## src/rtl/psum_acc_ctrl.sv

```systemverilog
// psum_acc_ctrl: row sequencer for the RepVGG multi-branch psum accumulator.
// Per row: take N psum beats, wait ACC_LAT cycles, hand the row downstream.
//
// Ports:
//   clk, rst_n            clock, async active-low reset
//   start                 job start pulse (honoured only when idle)
//   cfg_cin_tiles/rows    beats per row / rows per job, latched on start
//   psum_valid/ready      upstream beat handshake
//   acc_en/acc_first      accumulator update strobe / load-not-add
//   out_valid/ready       finished-row handshake
//   tile_idx/row_idx      position within the job
//   busy/done             activity flag / end-of-job pulse
module psum_acc_ctrl #(
  parameter int TILE_W  = 8,
  parameter int ROW_W   = 8,
  parameter int ACC_LAT = 2
) (
  input  logic              clk,
  input  logic              rst_n,
  input  logic              start,
  input  logic [TILE_W-1:0] cfg_cin_tiles,
  input  logic [ROW_W-1:0]  cfg_rows,
  input  logic              psum_valid,
  output logic              psum_ready,
  output logic              acc_en,
  output logic              acc_first,
  output logic              out_valid,
  input  logic              out_ready,
  output logic [TILE_W-1:0] tile_idx,
  output logic [ROW_W-1:0]  row_idx,
  output logic              busy,
  output logic              done
);

  localparam logic [1:0] S_IDLE = 2'd0;
  localparam logic [1:0] S_ACC  = 2'd1;
  localparam logic [1:0] S_WAIT = 2'd2;
  localparam logic [1:0] S_OUT  = 2'd3;

  localparam int CW = (ACC_LAT > 1) ? $clog2(ACC_LAT) : 1;
  localparam logic [CW-1:0] LAT_LAST =
    CW'((ACC_LAT > 0) ? ACC_LAT - 1 : 0);

  logic [1:0]        state_q, state_d;
  logic [TILE_W-1:0] tiles_q, tiles_d;
  logic [ROW_W-1:0]  rows_q, rows_d;
  logic [TILE_W-1:0] tile_q, tile_d;
  logic [ROW_W-1:0]  row_q, row_d;
  logic [CW-1:0]     wcnt_q, wcnt_d;
  logic              done_q, done_d;

  logic st_idle, st_acc, st_wait, st_out;
  logic last_tile, last_row;

  assign st_idle = (state_q == S_IDLE);
  assign st_acc  = (state_q == S_ACC);
  assign st_wait = (state_q == S_WAIT);
  assign st_out  = (state_q == S_OUT);

  assign last_tile = (tile_q == tiles_q - 1'b1);
  assign last_row  = (row_q == rows_q - 1'b1);

  always_comb begin
    state_d = state_q;
    tiles_d = tiles_q;
    rows_d  = rows_q;
    tile_d  = tile_q;
    row_d   = row_q;
    wcnt_d  = wcnt_q;
    done_d  = 1'b0;
    unique case (1'b1)
      st_idle: begin
        if (start) begin
          state_d = S_ACC;
          // a zero-sized config still runs one beat / one row
          tiles_d = (cfg_cin_tiles == '0) ?
                    TILE_W'(1) : cfg_cin_tiles;
          rows_d  = (cfg_rows == '0) ?
                    ROW_W'(1) : cfg_rows;
          tile_d  = '0;
          row_d   = '0;
        end
      end
      st_acc: begin
        if (psum_valid) begin
          if (last_tile) begin
            tile_d  = '0;
            wcnt_d  = '0;
            state_d = (ACC_LAT == 0) ? S_OUT : S_WAIT;
          end else begin
            tile_d = tile_q + 1'b1;
          end
        end
      end
      st_wait: begin
        if (wcnt_q == LAT_LAST) begin
          state_d = S_OUT;
        end else begin
          wcnt_d = wcnt_q + 1'b1;
        end
      end
      st_out: begin
        if (out_ready) begin
          if (last_row) begin
            state_d = S_IDLE;
            row_d   = '0;
            done_d  = 1'b1;
          end else begin
            row_d   = row_q + 1'b1;
            state_d = S_ACC;
          end
        end
      end
      default: state_d = S_IDLE;
    endcase
  end

  always_ff @(posedge clk or negedge rst_n) begin
    if (!rst_n) begin
      state_q <= S_IDLE;
      tiles_q <= '0;
      rows_q  <= '0;
      tile_q  <= '0;
      row_q   <= '0;
      wcnt_q  <= '0;
      done_q  <= 1'b0;
    end else begin
      state_q <= state_d;
      tiles_q <= tiles_d;
      rows_q  <= rows_d;
      tile_q  <= tile_d;
      row_q   <= row_d;
      wcnt_q  <= wcnt_d;
      done_q  <= done_d;
    end
  end

  assign psum_ready = st_acc;
  assign acc_en     = psum_valid & st_acc;
  assign acc_first  = acc_en & (tile_q == '0);
  assign out_valid  = st_out;
  assign tile_idx   = tile_q;
  assign row_idx    = row_q;
  assign busy       = !st_idle;
  assign done       = done_q;

endmodule
```

## config.mk

```make
export PLATFORM = sky130hd
export DESIGN_NAME = psum_acc_ctrl
export DESIGN_NICKNAME = d
export VERILOG_FILES = /design/src/rtl/psum_acc_ctrl.sv
export SDC_FILE = /design/constraint.sdc
export NUM_CORES = 1
export LEC_CHECK = 0
export BUFFER_PORTS_ARGS = -buffer_cell sky130_fd_sc_hd__buf_2
export CAP_MARGIN = 20
export CORE_ASPECT_RATIO = 1.4
export CORE_UTILIZATION = 35
export DETAILED_ROUTE_END_ITERATION = 12
export GPL_TIMING_DRIVEN = 0
export PLACE_DENSITY = 0.61
export SLEW_MARGIN = 5
export SYNTH_ARGS = -nofsm -noshare
export SYNTH_HDL_FRONTEND = slang
export SYNTH_SLANG_ARGS = --single-unit
```

## constraint.sdc

```tcl
create_clock -name clk -period 3.1 [get_ports clk]
set_input_delay 0.155 -clock clk [delete_from_list [all_inputs] [get_ports clk]]
set_output_delay 0.155 -clock clk [all_outputs]
set_load 0.01 [all_outputs]
```

==> flow_metrics.env <==
export IMPL_dr_pass1_iters=4
export IMPL_antenna_diode_count=0
export IMPL_synthArstFlopShare_pct=100
export IMPL_die_y_um=96.2
export IMPL_design_area_sq_mm=0.00263
export IMPL_cap_viol_max_count=0
export IMPL_portBuffers=42
export IMPL_syn_inst=219
export IMPL_fmax_mhz=410
export IMPL_nNetsFinal=299
export IMPL_outcome="finished, final reports clean"
export IMPL_wl_met1_mm=2.01
export IMPL_die_x_um=69.3
export IMPL_path_max_fanout=6
export IMPL_grt_pass1_wl_mm=8.05
export IMPL_arrival_ns=2.60
export IMPL_wl_met3_um=142
export IMPL_syn_to_final_growth_pct=18.7
export IMPL_synth_area_top_cells="dfrtp_1 (41%), mux2_2 (7.1%), xor2_1 (5.1%), ha_1 (5.1%), xnor2_1 (4.3%)"
export IMPL_coreArea_sq_mm=0.00599
export IMPL_min_path_type="in2reg"
export IMPL_synth_edf_count=0
export IMPL_p_per_area_mw_per_mm2=878
export IMPL_synth_distinct_cells=54
export IMPL_detail_route_vias_per_cell=5.25
export IMPL_ios=43
export IMPL_p_leak_uw=0.00121
export IMPL_setup_tns_ns=0
export IMPL_layout_cells_non_filler=340
export IMPL_synth_fp_nets=249
export IMPL_grt_remaining_overflow=0
export IMPL_dp_hpwl_mm=3.55
export IMPL_drive_gt1_share_pct=27.8
export IMPL_crit_path_end_kind="register"
export IMPL_worstSkewPairLatency_ns=0.28
export IMPL_grt_pass1_vias=1757
export IMPL_top_layer="met4"
export IMPL_route_detailed_drc=0
export IMPL_grtUsageTotal_pct=15.2
export IMPL_vias=1784
export IMPL_start_kind="register"
export IMPL_drt_iter0_drc=81
export IMPL_maxSlewViolCount=0
export IMPL_finalCriticalPeriod_ns=2.44
export IMPL_synthFlopType="dfrtp_1"
export IMPL_ys_warn_count=0
export IMPL_wirelength_mm=4.64
export IMPL_setup_viol=0
export IMPL_clk_pin_slew_worst_paths_ns=0.07
export IMPL_place_congestion=0.735
export IMPL_synth_seq_area_share_pct=40.6
export IMPL_yosys_area_top_type="dfrtp_1"
export IMPL_synthesis_area_sq_mm=0.00222
export IMPL_dieArea_sq_mm=0.00666
export IMPL_rows=33
export IMPL_tightest_slew_ns=0.803
export IMPL_dr_wl_met2_mm=2.43
export IMPL_numCtsBuffers=5
export IMPL_grt_max_degree=37
export IMPL_ir_drop_uv=415
export IMPL_ant_nets=0
export IMPL_finalCritPeriodShare_pct=78.6
export IMPL_antenna_found_initial=0
export IMPL_cts_tree="built"
export IMPL_dp_cells=331
export IMPL_dpl_instance_area_sq_mm=0.00251
export IMPL_syn_area_per_cell_sq_um=10.1
export IMPL_wl_per_cell_um=13.7
export IMPL_start_util_pct=37.0
export IMPL_skew_ns=0.00225
export IMPL_cts_setup_buffers=0
export IMPL_synth_top_cell_area_share_pct=40.6
export IMPL_ys_ff_latch=36
export IMPL_path_class="reg2reg"
export IMPL_htreeDepth=2
export IMPL_clock_path_buffers=2
export IMPL_clkSinkCount=36
export IMPL_root_buffer="clkbuf_8"
export IMPL_slew_limit_headroom_pct=46.5
export IMPL_required_ns=3.27
export IMPL_hold_slack_ns=0.113
export IMPL_hold_viol_final=0
export IMPL_rsz0062_at_grt="false"
==> stage by stage <==
step | power, uW | setup slack (ns) | utilization [%]
2_1_floorplan | 1630 | 0.824 | -
3_3_place_gp | 1900 | 0.686 | 42.0
3_5_place_dp | 1920 | 0.662 | 42.0
4_1_cts | 2340 | 0.628 | 44.0
5_1_grt | 2510 | 0.440 | 44.0
6_report | 2310 | 0.663 | 44.0
==> routing by layer <==
metal / vias up / GRT usage [%]
li1: 891 / -
met2: 33 / 28.5
met5: - / 0
met4: 0 / 5.78
met1: 854 / 17.3
met3: 6 / 2.51
==> registers in the layout, indices dropped and copies added, names as in the netlist <==
| register | cells |
|---|---|
| wcnt_q | 1 |
| state_q | 2 |
| row_idx | 8 |
| rows_q | 8 |
| tile_idx | 8 |
| tiles_q | 8 |
| done | 1 |
==> cells in the mapped netlist (2+ instances only) <==
cell type,number
nand2_1,9
a211oi_1,4
xor2_1,13
mux2_2,14
nor2_1,22
nand4b_1,3
or3b_2,2
mux2i_1,2
or4_1,2
nor3_1,6
nand3_1,4
a21oi_2,2
nor4_1,5
nand4_1,7
nor2b_1,2
dfrtp_1,36
a21o_1,2
nand2b_1,5
a21oi_1,6
o21ai_0,2
o21ai_1,3
and3_1,2
ha_1,9
clkbuf_1,3
and2_1,3
xnor2_1,11
a32oi_1,2
inv_1,12
==> power by group <==
part           leakage, uW  switching, uW  internal (uW)  total (uW)
logic             0.000700            551            516        1070
registers         0.000455            205            631         835
clock network    0.0000552            171            239         409
total              0.00121            926           1390        2310
==> repair_timing <==
item                                   CTS  global route
hold buffers                             1             0
resized for setup                        0             0
endpoints found under the hold margin   13             0
==> layout by cell type (no fill, tap or decap), types with 4 or more instances in the layout <==
cell / instances
nand2_1: 9
inv_1: 12
xor2_1: 13
nand3_1: 4
a211oi_1: 4
nor2_1: 22
mux2_2: 14
a21oi_1: 6
dfrtp_1: 36
nand4_1: 7
clkbuf_8: 5
nor3_1: 6
buf_2: 43
xnor2_1: 11
clkbuf_1: 4
nand2b_1: 5
ha_1: 9
nor4_1: 5
==> cell families after synthesis <==
family	synth area share, %
AND/OR/NAND/NOR	20.8
XOR/XNOR	9.48
multiplexers	8.69
buffers and inverters	2.76
adder cells (fa/ha/maj)	5.08
flip-flops	40.6
AO/OA/AOI/OAI	12.6
==> final timing paths <==
| path | start | to | slack [ns] | cells past startpoint |
|---|---|---|---|---|
| worst max-delay path | tiles_q[0]$_DFFE_PN0P_ | tile_idx[5]$_DFFE_PN0P_ | 0.66 | 7 |
| worst min-delay path | cfg_rows[4] | rows_q[4]$_DFFE_PN0P_ | 0.11 | 2 |
| worst max register to register | tiles_q[0]$_DFFE_PN0P_ | tile_idx[5]$_DFFE_PN0P_ | 0.66 | 7 |
| worst min register to register | rows_q[7]$_DFFE_PN0P_ | rows_q[7]$_DFFE_PN0P_ | 0.54 | 1 |
| max in group asynchronous | rst_n | tile_idx[7]$_DFFE_PN0P_ | 2.09 | 2 |
| min in group asynchronous | rst_n | tiles_q[6]$_DFFE_PN0P_ | 0.49 | 2 |
==> cell type report <==
cell class,instances,area (sq um)
Multi-Input combinational cell,167,1250
Inverter,12,45.0
Fill cell,594,3350
Clock buffer,6,72.6
Timing Repair Buffer,43,220
Sequential cell,36,901
Clock inverter,2,35.0
Tap cell,70,87.6
Buffer,4,16.3
==> critical path, cell delays in order (launching register included) <==
cell and delay (ns):
dfrtp_1 0.43, or4_4 0.55, or4_1 0.51, o311ai_1 0.10, a21oi_2 0.11, a211o_4 0.31
a21boi_4 0.24, nor2_1 0.08
No activity file was read; power rests on OpenSTA's default activity.
